### src/rtl/mux_scan.sv
// Registered N-channel multiplexer with manual select and auto-scan sequencing.
// Scan holds each channel for dwell+1 cycles and pulses wrap on each return to channel 0.
module mux_scan #(
    parameter int unsigned WIDTH    = 1,
    parameter int unsigned CHANNELS = 4,
    parameter int unsigned SEL_W    = 2,
    parameter int unsigned DWELL_W  = 4
) (
    input  logic                      clk,
    input  logic                      rst_n,
    input  logic [CHANNELS*WIDTH-1:0] d,
    input  logic                      en,
    input  logic                      mode,
    input  logic [SEL_W-1:0]          sel,
    input  logic [DWELL_W-1:0]        dwell,
    output logic [WIDTH-1:0]          q,
    output logic [SEL_W-1:0]          q_ch,
    output logic                      q_valid,
    output logic                      wrap
);

    localparam logic [SEL_W-1:0] LastCh = SEL_W'(CHANNELS - 1);
    localparam logic [SEL_W:0]   NumCh  = (SEL_W + 1)'(CHANNELS);

    typedef enum logic [1:0] {StIdle, StManual, StScan} state_e;

    state_e               r_state;
    state_e               w_state_next;
    logic [SEL_W-1:0]     r_ch;
    logic [SEL_W-1:0]     w_ch_d;
    logic [SEL_W-1:0]     w_ch_adv;
    logic [DWELL_W-1:0]   r_cnt;
    logic [DWELL_W-1:0]   w_cnt_d;
    logic [WIDTH-1:0]     r_q;
    logic [WIDTH-1:0]     w_q_d;
    logic [SEL_W-1:0]     r_q_ch;
    logic [SEL_W-1:0]     w_q_ch_d;
    logic                 r_valid;
    logic                 w_valid_d;
    logic                 r_wrap;
    logic                 w_wrap_d;
    logic                 w_sel_in_range;

    // Out-of-range indices select nothing and yield zero.
    function automatic logic [WIDTH-1:0] pick(input logic [CHANNELS*WIDTH-1:0] data,
                                              input logic [SEL_W-1:0] idx);
        logic [WIDTH-1:0] res;
        res = '0;
        for (int i = 0; i < int'(CHANNELS); i++) begin
            if (idx == SEL_W'(i)) begin
                res = data[i*WIDTH +: WIDTH];
            end
        end
        return res;
    endfunction

    assign w_sel_in_range = {1'b0, sel} < NumCh;
    assign w_ch_adv       = (r_ch == LastCh) ? '0 : r_ch + 1'b1;

    always_ff @(posedge clk or negedge rst_n) begin
        if (!rst_n) begin
            r_state <= StIdle;
        end else begin
            r_state <= w_state_next;
        end
    end

    // en=0 dominates; otherwise mode alone picks the active state.
    always_comb begin
        w_state_next = r_state;
        if (!en) begin
            w_state_next = StIdle;
        end else if (mode) begin
            w_state_next = StScan;
        end else begin
            w_state_next = StManual;
        end
    end

    always_comb begin
        w_q_d     = r_q;
        w_q_ch_d  = r_q_ch;
        w_valid_d = 1'b0;
        w_wrap_d  = 1'b0;
        w_ch_d    = r_ch;
        w_cnt_d   = r_cnt;
        unique case (w_state_next)
            StIdle: begin
            end
            StManual: begin
                w_q_d     = pick(d, sel);
                w_q_ch_d  = sel;
                w_valid_d = w_sel_in_range;
            end
            StScan: begin
                w_valid_d = 1'b1;
                if (r_state != StScan) begin
                    w_ch_d   = '0;
                    w_cnt_d  = dwell;
                    w_q_d    = pick(d, '0);
                    w_q_ch_d = '0;
                end else if (r_cnt != '0) begin
                    w_cnt_d  = r_cnt - 1'b1;
                    w_q_d    = pick(d, r_ch);
                    w_q_ch_d = r_ch;
                end else begin
                    w_ch_d   = w_ch_adv;
                    w_cnt_d  = dwell;
                    w_q_d    = pick(d, w_ch_adv);
                    w_q_ch_d = w_ch_adv;
                    w_wrap_d = (r_ch == LastCh);
                end
            end
            default: begin
            end
        endcase
    end

    always_ff @(posedge clk or negedge rst_n) begin
        if (!rst_n) begin
            r_q     <= '0;
            r_q_ch  <= '0;
            r_valid <= 1'b0;
            r_wrap  <= 1'b0;
            r_ch    <= '0;
            r_cnt   <= '0;
        end else begin
            r_q     <= w_q_d;
            r_q_ch  <= w_q_ch_d;
            r_valid <= w_valid_d;
            r_wrap  <= w_wrap_d;
            r_ch    <= w_ch_d;
            r_cnt   <= w_cnt_d;
        end
    end

    assign q       = r_q;
    assign q_ch    = r_q_ch;
    assign q_valid = r_valid;
    assign wrap    = r_wrap;

endmodule

### config.mk
export PLATFORM = sky130hd
export DESIGN_NAME = mux_scan
export DESIGN_NICKNAME = d
export VERILOG_FILES = /design/src/rtl/mux_scan.sv
export SDC_FILE = /design/constraint.sdc
export NUM_CORES = 1
export LEC_CHECK = 0
export ABC_AREA = 1
export BUFFER_PORTS_ARGS = -buffer_cell sky130_fd_sc_hd__buf_4
export CORE_MARGIN = 2
export CORE_UTILIZATION = 45
export CTS_CLUSTER_DIAMETER = 100
export DETAILED_ROUTE_END_ITERATION = 12
export PLACE_DENSITY_LB_ADDON = 0.2
export SETUP_SLACK_MARGIN = 0.3
export SLEW_MARGIN = 20
export SYNTH_ARGS = -nofsm -noshare
export SYNTH_HDL_FRONTEND = slang
export SYNTH_SLANG_ARGS = --single-unit
### constraint.sdc
create_clock -name clk -period 2 [get_ports clk]
set_input_delay 0 -clock clk [delete_from_list [all_inputs] [get_ports clk]]
set_output_delay 0 -clock clk [all_outputs]
set_load 0.01 [all_outputs]
==> results by stage <==
Status:
- The flow ran to the end, and the final reports show no timing, DRC or antenna violations.

Timing:
- The transition time at the pin with the least slew margin is 0.2789 ns.
- The worst pin sits at a relative slew slack of 81.23%.
- The number of slew-limit violations in the final report is 0.
- Setup violations remaining at the end of the flow were counted as 0.
- The worst clock skew on the final layout is between 0.002 and 0.003 ns.
- Adding up every negative setup slack in the final design gives 0 ns.
- Setup repair after global routing left no endpoint under its margin.
- The post-route fraction of the period consumed by the critical path is between 60 and 70%.
- Based on the critical path, the design can be clocked at up to 0.7148 GHz.
- The final period demand of the worst path is 1.399 ns.
- The count of final hold-check violations is 0.

Power and ir drop:
- For this design the static power due to leakage is between 0.5 and 0.6 nW.
- The maximum VDD drop is about 550 uV.
- Dividing total power by cell area gives a power density of approximately 600 mW/mm^2.

Setup path:
- The worst register-to-register path begins at r_cnt[0].
- The arrival time of the worst setup path is 1.54 ns.
- The critical path class is reg -> reg.
- The kind of capture point of the worst setup path is a register.
- The signal on the critical path passes through inv_1 -> ha_1 -> nand3_4 -> nand2_2 -> inv_2 -> o211ai_1 -> o21ai_0.
- The reg-to-reg endpoint is r_cnt[1].
- Measured in cells, the most critical reg-to-reg path has a length of 7.
- The category of the worst setup path launch point is a register.
- On the worst path, the slowest cell contributes a delay of around 0.37 ns.
- The slowest cell on the critical path is sky130_fd_sc_hd__dfrtp_1.
- The register-to-register setup slack is around 0.6 ns.
- The dominant delay contributor by cell family on the critical path is flip-flops.
- The buffering stage count on the worst path with inverters included is 2.
- The highest net fanout along the worst path is 5.
- For the worst setup path, the data required time is 2.14 ns.

Layout:
- The number of nets at the end of the flow is about 150.
- The cell area after layout is between 0.001 and 0.0015 sq mm.
- Compared with the post-synthesis result, the final layout area differs by 32.98%.
- In the final layout, the share of cells above drive strength 1 is between 20% and 30%.
- The share of the core filled with cells is around 64%.
- After filler insertion, the fill cell instance count of the layout stands at 156.
- The count of antenna diodes in the layout is 0.

Floorplan:
- The horizontal extent of the die is between 40 and 50 um.
- Measured along the y axis, the die boundary spans about 47 um.
- The boundary pin count is 19.
- The starting density of the core is a little under half.
- In this run the standard cell core region covers ~0.0017 sq mm.
- Row generation in the floorplan step produced 15 rows.
- The floorplan step defined a die boundary enclosing ~0.0022 sq mm.

Global routing:
- In the global route stage, met3 resource usage came out at between 7 and 8%.
- The pin count of the biggest net entering global routing is 14.
- The via count of the first global-routing pass came to approximately 700.
- The met2 track demand over resource in global routing is around a third.
- Summed over all layers, the global routing overflow is 0.
- The number of antenna violations at the first check in global routing is 0.
- The global-route usage over all layers is between 10% and 20%.
- met2 is the most crowded layer.
- The global-route wire length before repair is about 3.0 mm.
- For met1 alone, demand over resource in global routing was 25.12%.

Synth:
- For this run, the register share of the synthesized area comes to 39.88%.
- The warning count from the yosys run is 0.
- The mean instance size in the synthesized netlist is between 7 and 8 sq um.
- Synthesis inferred 13 register bits.
- In the synthesized netlist, the number of instances is roughly 100.
- The net count after synthesis is roughly 120.
- The netlist area before placement is 815.8 sq um.
- The number of unique standard cell types used by synthesis is 21.

Routing:
- The first detailed-routing pass took 4 iterations.
- In the final routed layout, each cell accounts on average for ~11 um.
- The count of routing violations after the opening detailed-route iteration is 3.
- For this block, the routed nets add up to around 1.8 mm of wire.
- The ratio of routed vias to standard cells is around 4.8.
- The vias after detailed routing is between 700 and 800.
- The final antenna-violating net count is 0.
- In the routed design, unresolved DRC markers number 0.

Clocking:
- The TritonCTS sink count is 13.
- The TritonCTS clock tree is built.
- The count of hold-fix buffers inserted at cts is 7.
- The register clock-pin slew on the reported worst setup and hold paths is 0.07 ns.
- The CTS root buffer is sky130_fd_sc_hd__clkbuf_4.
- After clock tree synthesis, the repair step resized 0 gates.
- Post-CTS timing repair inserted 0 buffers for setup.
- The H-tree depth is 1.
- The longest clock path from root to sink contains 2 buffers.
- The CTS buffer count is 3.
- The clock reaches the later pin of the worst-skew pair after approximately 0.27 ns.

Worst hold path:
- The number of cells on the worst hold path is 5.
- For hold timing, the worst endpoint is r_cnt[0].
- The worst hold path begins at dwell[0].
- The type of the worst min-delay path is in -> reg.

Placement:
- The placed instances occupy a cell area of ~980 sq um.
- The final RePlAce weighted congestion is just under 0.8.
- The count of buffers inserted at the top-level ports is 18.
- The wire-length estimate of the detail-placed layout is between 1 and 1.5 mm.

Run:
- The number of max-capacitance violations reported is 0.
## area by class of cell
type | count | area [sq um] | area share, %
inverter | 19 | 71.32 | 6.574
multi-input combinational | 71 | 415.4 | 38.29
timing repair buffer | 26 | 215.2 | 19.84
sequential | 13 | 325.3 | 29.99
tap | 25 | 31.28 | 2.884
clock buffer | 4 | 26.28 | 2.422
## stage by stage
stage | hold slack (ns) | instances | worst slack, ns | power, mW
after floorplan | -0.2956 | 104 | 0.7666 | 0.4108
after global placement | -0.1517 | 146 | 0.6274 | 0.4682
after detailed placement | -0.1478 | 146 | 0.6126 | 0.4736
after CTS | 0.0003048 | 157 | 0.6017 | 0.6450
after global routing | 0.09322 | 158 | 0.4401 | 0.6853
final | 0.07479 | 158 | 0.6009 | 0.6355
## sequential cells by signal, indices dropped and copies added (netlist names)
register and flops:
r_ch 2, q_valid 1, q_ch 2, r_cnt 4, q 1, r_state 2
wrap 1
## synth_stat cells
library cell / n / area, sq um
sky130_fd_sc_hd__inv_2: 4 / 15.01
sky130_fd_sc_hd__ha_1: 6 / 75.07
sky130_fd_sc_hd__nand3_1: 7 / 35.03
sky130_fd_sc_hd__clkbuf_1: 1 / 3.750
sky130_fd_sc_hd__nor2_4: 1 / 11.26
sky130_fd_sc_hd__o22ai_1: 1 / 6.260
sky130_fd_sc_hd__clkinv_1: 1 / 3.750
sky130_fd_sc_hd__nor2_1: 5 / 18.77
sky130_fd_sc_hd__a21oi_1: 4 / 20.02
sky130_fd_sc_hd__o211ai_1: 3 / 22.52
sky130_fd_sc_hd__a21oi_2: 3 / 26.28
sky130_fd_sc_hd__nand3_4: 1 / 17.52
sky130_fd_sc_hd__inv_1: 14 / 52.55
sky130_fd_sc_hd__nand2_1: 24 / 90.09
sky130_fd_sc_hd__o21ai_0: 11 / 55.05
sky130_fd_sc_hd__nor4_1: 1 / 6.260
sky130_fd_sc_hd__dfrtp_1: 13 / 325.3
sky130_fd_sc_hd__nand2_4: 1 / 11.26
sky130_fd_sc_hd__nand2_2: 1 / 6.260
sky130_fd_sc_hd__o21ai_1: 1 / 5.000
sky130_fd_sc_hd__xor2_1: 1 / 8.760
## cell families (layout without fill, tap and decap cells)
kind of cell / after synthesis / in the layout / synth area share [%]
DFF: 13 / 13 / 39.88
and+or+nand+nor: 41 / 41 / 24.08
buffers and inverters: 20 / 49 / 9.201
adders and majority gates: 6 / 6 / 9.202
AOI/OAI and AO/OA: 23 / 23 / 16.56
xor gates and xnor gates: 1 / 1 / 1.074
## cell usage in the layout (no fill, tap or decap)
| master | instances |
|---|---|
| sky130_fd_sc_hd__a21oi_1 | 4 |
| sky130_fd_sc_hd__a21oi_2 | 3 |
| sky130_fd_sc_hd__buf_4 | 18 |
| sky130_fd_sc_hd__clkbuf_1 | 1 |
| sky130_fd_sc_hd__clkbuf_4 | 3 |
| sky130_fd_sc_hd__clkinv_1 | 1 |
| sky130_fd_sc_hd__dfrtp_1 | 13 |
| sky130_fd_sc_hd__dlygate4sd3_1 | 8 |
| sky130_fd_sc_hd__ha_1 | 6 |
| sky130_fd_sc_hd__inv_1 | 14 |
| sky130_fd_sc_hd__inv_2 | 4 |
| sky130_fd_sc_hd__nand2_1 | 24 |
| sky130_fd_sc_hd__nand2_2 | 1 |
| sky130_fd_sc_hd__nand2_4 | 1 |
| sky130_fd_sc_hd__nand3_1 | 7 |
| sky130_fd_sc_hd__nand3_4 | 1 |
| sky130_fd_sc_hd__nor2_1 | 5 |
| sky130_fd_sc_hd__nor2_4 | 1 |
| sky130_fd_sc_hd__nor4_1 | 1 |
| sky130_fd_sc_hd__o211ai_1 | 3 |
| sky130_fd_sc_hd__o21ai_0 | 11 |
| sky130_fd_sc_hd__o21ai_1 | 1 |
| sky130_fd_sc_hd__o22ai_1 | 1 |
| sky130_fd_sc_hd__xor2_1 | 1 |
## tightest hold or removal path, stage by stage
cell and delay (ns):
sky130_fd_sc_hd__buf_4 0.08, sky130_fd_sc_hd__nand2_1 0.04, sky130_fd_sc_hd__o21ai_0 0.07, sky130_fd_sc_hd__nand2_1 0.05, sky130_fd_sc_hd__o21ai_0 0.07
## worst max-delay path by stage
stage | slack, ns | start | cells after the start | endpoint
after global routing | 0.44 | r_ch[1] | 10 | q
after CTS | 0.60 | r_cnt[0] | 7 | r_ch[0]
final | 0.60 | r_cnt[0] | 7 | r_cnt[1]
after floorplan | 0.77 | r_cnt[0] | 7 | r_ch[0]
after detailed placement | 0.61 | r_cnt[0] | 7 | r_ch[0]
after global placement | 0.63 | r_cnt[0] | 7 | r_ch[0]
## layer usage
layer,vias up,wire (um)
met4,0,4
met2,21,899
li1,396,-
met5,-,0
met3,2,102
met1,342,768
## report_power, final
part	switching, mW	internal, mW	leakage [nW]
registers	0.0143	0.288	0.165
logic	0.0987	0.0802	0.366
clock network	0.0772	0.0773	0.0150
Power figures use the tool's default switching activity.
